===== config.mk =====
export PLATFORM = sky130hd
export DESIGN_NAME = pattern_scan_ctrl
export DESIGN_NICKNAME = d
export VERILOG_FILES = /design/src/rtl/pattern_scan_pkg.sv /design/src/rtl/pattern_shift_match.sv /design/src/rtl/pattern_scan_ctrl.sv
export SDC_FILE = /design/constraint.sdc
export NUM_CORES = 1
export LEC_CHECK = 0
export BUFFER_PORTS_ARGS = -buffer_cell sky130_fd_sc_hd__buf_2
export CAP_MARGIN = 15
export CORE_AREA = 2 2 84 62
export DETAILED_ROUTE_END_ITERATION = 10
export DIE_AREA = 0 0 86 64
export GPL_TIMING_DRIVEN = 0
export REMOVE_ABC_BUFFERS = 1
export SYNTH_ARGS = -nofsm -noshare
export SYNTH_HDL_FRONTEND = slang
export SYNTH_SLANG_ARGS = --single-unit

===== constraint.sdc =====
create_clock -name clk -period 4.3 [get_ports clk]
set_input_delay 0.215 -clock clk [delete_from_list [all_inputs] [get_ports clk]]
set_output_delay 0.215 -clock clk [all_outputs]
set_load 0.02 [all_outputs]

===== src/rtl/pattern_scan_pkg.sv =====
// Shared state encoding and default sizes for the pattern scan controller.
package pattern_scan_pkg;

  typedef enum logic [1:0] {
    ST_IDLE = 2'b00,
    ST_SCAN = 2'b01,
    ST_DONE = 2'b10
  } state_t;

  localparam int PAT_W_DEF = 4;
  localparam int WIN_W_DEF = 8;
  localparam int CNT_W_DEF = 8;

endpackage


===== src/rtl/pattern_shift_match.sv =====
// Serial history of the last PAT_W-1 bits; o_match compares the window that
// includes the incoming bit, so a match is visible in the cycle the bit arrives.
module pattern_shift_match
  import pattern_scan_pkg::*;
#(
  parameter int PAT_W = PAT_W_DEF
) (
  input  logic             clk,
  input  logic             reset,
  input  logic             i_clr,
  input  logic             i_shift,
  input  logic             i_bit,
  input  logic [PAT_W-1:0] i_pattern,
  output logic             o_match,
  output logic             o_primed
);

  localparam int FILL_W = $clog2(PAT_W + 1);

  logic [PAT_W-2:0]  r_hist;
  logic [FILL_W-1:0] r_fill;
  logic [PAT_W-1:0]  w_window;

  // The oldest window bit ages out on the next shift, so only PAT_W-1 bits are stored.
  assign w_window = {r_hist, i_bit};
  assign o_match  = (w_window == i_pattern);
  assign o_primed = (r_fill >= FILL_W'(PAT_W - 1));

  always_ff @(posedge clk or posedge reset) begin
    if (reset) begin
      r_hist <= '0;
      r_fill <= '0;
    end else if (i_clr) begin
      r_hist <= '0;
      r_fill <= '0;
    end else if (i_shift) begin
      r_hist <= w_window[PAT_W-2:0];
      if (!o_primed) r_fill <= r_fill + 1'b1;
    end
  end

endmodule


===== src/rtl/pattern_scan_ctrl.sv =====
// Arms, sequences and reports a serial pattern scan over a bounded window,
// counting overlapping matches with a saturating hit counter.
module pattern_scan_ctrl
  import pattern_scan_pkg::*;
#(
  parameter int PAT_W = PAT_W_DEF,
  parameter int WIN_W = WIN_W_DEF,
  parameter int CNT_W = CNT_W_DEF
) (
  input  logic             clk,
  input  logic             reset,
  input  logic             start,
  input  logic             abort,
  input  logic [PAT_W-1:0] pattern,
  input  logic [WIN_W-1:0] win_len,
  input  logic             d_in,
  input  logic             d_valid,
  output logic             busy,
  output logic             hit,
  output logic [CNT_W-1:0] hit_cnt,
  output logic             overflow,
  output logic             done
);

  state_t           r_state, w_state_nxt;
  logic [PAT_W-1:0] r_pat;
  logic [WIN_W-1:0] r_win;
  logic [WIN_W-1:0] r_n, w_n_nxt, w_n_inc;
  logic [CNT_W-1:0] r_cnt, w_cnt_nxt;
  logic             r_busy, r_hit, r_ovf, r_done;
  logic             w_busy_nxt, w_hit_nxt, w_ovf_nxt, w_done_nxt;
  logic             w_latch, w_clr, w_shift, w_match, w_primed;

  function automatic logic [CNT_W-1:0] sat_inc(input logic [CNT_W-1:0] v);
    return (&v) ? v : v + 1'b1;
  endfunction

  pattern_shift_match #(.PAT_W(PAT_W)) u_match (
    .clk      (clk),
    .reset    (reset),
    .i_clr    (w_clr),
    .i_shift  (w_shift),
    .i_bit    (d_in),
    .i_pattern(r_pat),
    .o_match  (w_match),
    .o_primed (w_primed)
  );

  assign w_n_inc = r_n + 1'b1;

  always_comb begin
    w_state_nxt = r_state;
    w_n_nxt     = r_n;
    w_cnt_nxt   = r_cnt;
    w_ovf_nxt   = r_ovf;
    w_busy_nxt  = 1'b0;
    w_hit_nxt   = 1'b0;
    w_done_nxt  = 1'b0;
    w_latch     = 1'b0;
    w_clr       = 1'b0;
    w_shift     = 1'b0;
    case (r_state)
      ST_IDLE: begin
        if (start) begin
          w_latch   = 1'b1;
          w_clr     = 1'b1;
          w_n_nxt   = '0;
          w_cnt_nxt = '0;
          w_ovf_nxt = 1'b0;
          if (win_len == '0) begin
            w_state_nxt = ST_DONE;
            w_done_nxt  = 1'b1;
          end else begin
            w_state_nxt = ST_SCAN;
            w_busy_nxt  = 1'b1;
          end
        end
      end
      ST_SCAN: begin
        w_busy_nxt = 1'b1;
        // Abort takes priority and drops any match carried by this cycle's bit.
        if (abort) begin
          w_state_nxt = ST_IDLE;
          w_busy_nxt  = 1'b0;
        end else if (d_valid) begin
          w_shift = 1'b1;
          w_n_nxt = w_n_inc;
          if (w_match && w_primed) begin
            w_hit_nxt = 1'b1;
            w_cnt_nxt = sat_inc(r_cnt);
            w_ovf_nxt = r_ovf | (&r_cnt);
          end
          if (w_n_inc == r_win) begin
            w_state_nxt = ST_DONE;
            w_busy_nxt  = 1'b0;
            w_done_nxt  = 1'b1;
          end
        end
      end
      ST_DONE: w_state_nxt = ST_IDLE;
      default: w_state_nxt = ST_IDLE;
    endcase
  end

  always_ff @(posedge clk or posedge reset) begin
    if (reset) begin
      r_state <= ST_IDLE;
      r_n     <= '0;
      r_cnt   <= '0;
      r_busy  <= 1'b0;
      r_hit   <= 1'b0;
      r_ovf   <= 1'b0;
      r_done  <= 1'b0;
    end else begin
      r_state <= w_state_nxt;
      r_n     <= w_n_nxt;
      r_cnt   <= w_cnt_nxt;
      r_busy  <= w_busy_nxt;
      r_hit   <= w_hit_nxt;
      r_ovf   <= w_ovf_nxt;
      r_done  <= w_done_nxt;
    end
  end

  // Scan configuration is data only; it is always written before first use.
  always_ff @(posedge clk) begin
    if (w_latch) begin
      r_pat <= pattern;
      r_win <= win_len;
    end
  end

  assign busy     = r_busy;
  assign hit      = r_hit;
  assign hit_cnt  = r_cnt;
  assign overflow = r_ovf;
  assign done     = r_done;

endmodule

==> results.py <==
metrics = {
    "die": {
        "row_count": 21,
        "dieArea_um2": 5504,
        "initial_utilization": 0.4358,
        "coreArea_um2": 4651,
        "io_pins": 30,
        "die_w_um": 86,
        "die_h_um": 64,
    },
    "worst_setup_path": {
        "crit_buf_inv": 0,
        "cp_top_family": "compound AO/OA/AOI/OAI gates",
        "cpMaxStageDelayCell": "dfrtp_1",
        "worstSetupStartpointType": "flop",
        "cp_cell_sequence": "ha_1 > ha_1 > a211oi_1 > nor3_1 > nand3_2 > nor3_1 > a21o_1 > a32o_1",
        "cp_slowest_stage_delay_ps": 420,
        "critPathArrivalTime_ps": 2330,
        "required_ps": 4490,
        "r2r_slack_ps": 2160,
        "path_max_fanout": 13,
        "critical_path_class": "reg -> reg",
        "endpoint_kind": "flop",
    },
    "final_layout": {
        "area_growth_pct": 16.48,
        "stdcell_count": 280,
        "final_util": 0.5077,
        "drive_gt1_frac": 0.2152,
        "antenna_cells": 0,
        "seqCellArea_um2": 1061,
        "multiInputGateArea_um2": 904.6,
        "nFillCells": 429,
        "final_nets": 244,
    },
    "detailed_routing": {
        "drt_iter0_markers": 64,
        "dr.pass1.iters": 4,
        "vias": 1491,
        "routed_wl_um": 3962,
        "drc": 0,
        "vias_per_cell": 5.325,
        "wl_per_cell_um": 14.15,
        "final_antenna_net_count": 0,
    },
    "synthesis": {
        "synth_flop_cell": "dfrtp_1",
        "yosys_warnings": 0,
        "synth_top_cell_area_share": 0.3457,
        "synth.area.top_cells": "dfrtp_1 35%, edfxtp_1 18%, xnor2_1 4.3%, nand2_1 3.7%, o21ai_0 3.7%",
        "netlist-cell-type-count": 46,
        "synth_edf_count": 12,
        "synth-seq-cells": 40,
        "syn_area_um2": 2027,
        "postSynthAreaPerCell_um2": 10.67,
        "async_flop_share": 0.7000,
        "ys_seq_area_frac": 0.5235,
        "synth.largest_area_cell": "dfrtp_1",
        "synth_cells": 190,
    },
    "flow_run": {
        "cap_violations": 0,
    },
    "global_route": {
        "first_global_vias": 1353,
        "grt-ovfl-total": 0,
        "grt_first_pass_wirelength_um": 6651,
        "grt_usage": 0.1595,
        "grt_max_degree": 29,
        "antenna_found_initial": 0,
    },
    "pwr": {
        "seqPwrFrac": 0.505,
        "switching_share": 0.2649,
        "p_leak_nw": 1.054,
        "p_per_area_nw_per_um2": 366.2,
        "switchingPower_mw": 0.2290,
        "ir_worst_vdd_uv": 209.9,
        "internal_power_mw": 0.6355,
        "comb_power_share": 0.123,
        "p_clk_frac": 0.372,
        "total_power_mw": 0.8645,
    },
    "placed_design": {
        "portBuffers": 29,
        "place_inst": 270,
        "routabilityCongestion": 0.8454,
        "dp_hpwl_um": 2708,
    },
    "timing": {
        "hold_viol_final": 0,
        "whs_ps": 85.74,
        "max_freq_mhz": 468.1,
        "relSlewSlack": 0.3552,
        "period_needed_ps": 2136,
        "setup_viol": 0,
        "tns_ps": 0,
        "worst_pin_slew_ps": 966.1,
        "clock_skew_ps": 6.350,
        "drv_slew": 0,
        "rsz0062_at_grt": "no",
        "period_share": 0.4968,
    },
    "cts": {
        "cts_max_level": 2,
        "cts_resized": 0,
        "clk_pin_slew_worst_paths_ps": 80,
        "post_cts_buffers": 0,
        "postCtsHoldBufs": 0,
        "cts_buffers": 5,
        "cts_num_sinks": 40,
        "cts-root-buf": "clkbuf_8",
        "cts_tree": "done",
        "cts_buffer_depth": 2,
        "clock_latency_ps": 300,
    },
    "status": {
        "outcome": "finished clean",
    },
    "min_path": {
        "hold_class": "in -> reg",
    },
}
## state kept, by name (all words and copies together), names as in the netlist, 2 cells and up
register and count:
hit_cnt 8, r_n 8, r_pat 4, r_state 2, r_win 8, u_match.r_fill 3
u_match.r_hist 3
## metal layers
| layer | track usage | wire length [um] | up-vias |
|---|---|---|---|
| li1 | - | - | 745 |
| met1 | 0.2370 | 2070 | 694 |
| met2 | 0.2141 | 1574 | 46 |
| met3 | 0.06718 | 277 | 6 |
| met4 | 0.03373 | 40 | 0 |
| met5 | 0 | 0 | - |
## worst paths after layout
path	from	cells past startpoint	endpoint
setup / recovery	u_match.r_fill[0]	8	hit_cnt[0]
min in group asynchronous	reset	3	hit_cnt[6]
hold / removal	pattern[0]	1	r_pat[0]
setup reg to reg	u_match.r_fill[0]	8	hit_cnt[0]
max in group asynchronous	reset	4	u_match.r_fill[1]
hold reg to reg	r_n[7]	1	r_n[7]
## metrics by stage
step | area [um2] | setup slack, ps
after floorplan | 1992 | 2258
after global placement | 2208 | 2171
after detailed placement | 2208 | 2173
after CTS | 2323 | 2148
after global routing | 2361 | 1947
final | 2361 | 2164
## power groups by stage
| stage | clock [mW] | sequential, mW | combinational (mW) |
|---|---|---|---|
| global placement | 0 | 0.444 | 0.101 |
| finish | 0.322 | 0.437 | 0.106 |
| floorplan | 0 | 0.441 | 0.0713 |
| CTS | 0.331 | 0.437 | 0.103 |
| detailed placement | 0 | 0.444 | 0.103 |
| global route | 0.354 | 0.440 | 0.121 |
## cells in the final DEF, fill, tap and decap left out, drive strengths merged, types with 3 or more instances in the layout
master,instances
a21oi,10
nor2b,4
xor2,8
ha,4
o31ai,3
inv,8
buf,30
nand2,20
and3,3
nor3,4
a21o,3
o21ai,15
nor2,11
nand3,9
edfxtp,12
clkbuf,5
dfrtp,28
and4,3
xnor2,10
a31oi,3
nor4,3
## kinds of logic (layout without fill, tap and decap cells)
logic type,count (synthesis),after routing,synth area share
AO/OA/AOI/OAI,45,45,0.1420
XOR/XNOR,18,18,0.07778
adder cells (fa/ha/maj),4,4,0.02469
multiplexers,1,1,0.005555
buffers and inverters,13,46,0.03025
flip-flops,40,40,0.5235
AND/OR/NAND/NOR,69,69,0.1963
## cell type report
type | instances | area share
well taps | 57 | 0.03021
clock buffers | 5 | 0.02915
flip-flops and latches | 40 | 0.4494
repair buffers | 31 | 0.07737
inverters | 7 | 0.01113
multi-input cells | 137 | 0.3831
clock inverters | 3 | 0.01961
## cells in the mapped netlist, types with 2 or more instances
master and n:
o21ai_0 15, a21oi_1 10, a31oi_1 3, and3_1 3
edfxtp_1 12, inv_1 7, a211oi_1 2, nand2_1 20
ha_1 4, nand2b_1 2, nand3_1 8, o31ai_1 3
xnor2_1 10, a21o_1 3, xor2_1 8, and4_1 2
o22ai_1 2, or4_1 2, dfrtp_1 28, nor2_1 10
or3_1 2, a22o_1 2, clkbuf_1 2, nor4_4 2
nor2b_1 4, nor3_1 4
## worst reg2reg max path: stages (launching register included)
cell and delay, ps:
dfrtp_1 420, ha_1 210, ha_1 190, a211oi_1 360, nor3_1 150, nand3_2 260
nor3_1 90, a21o_1 160, a32o_1 200
(Power assumes the default switching activity.)
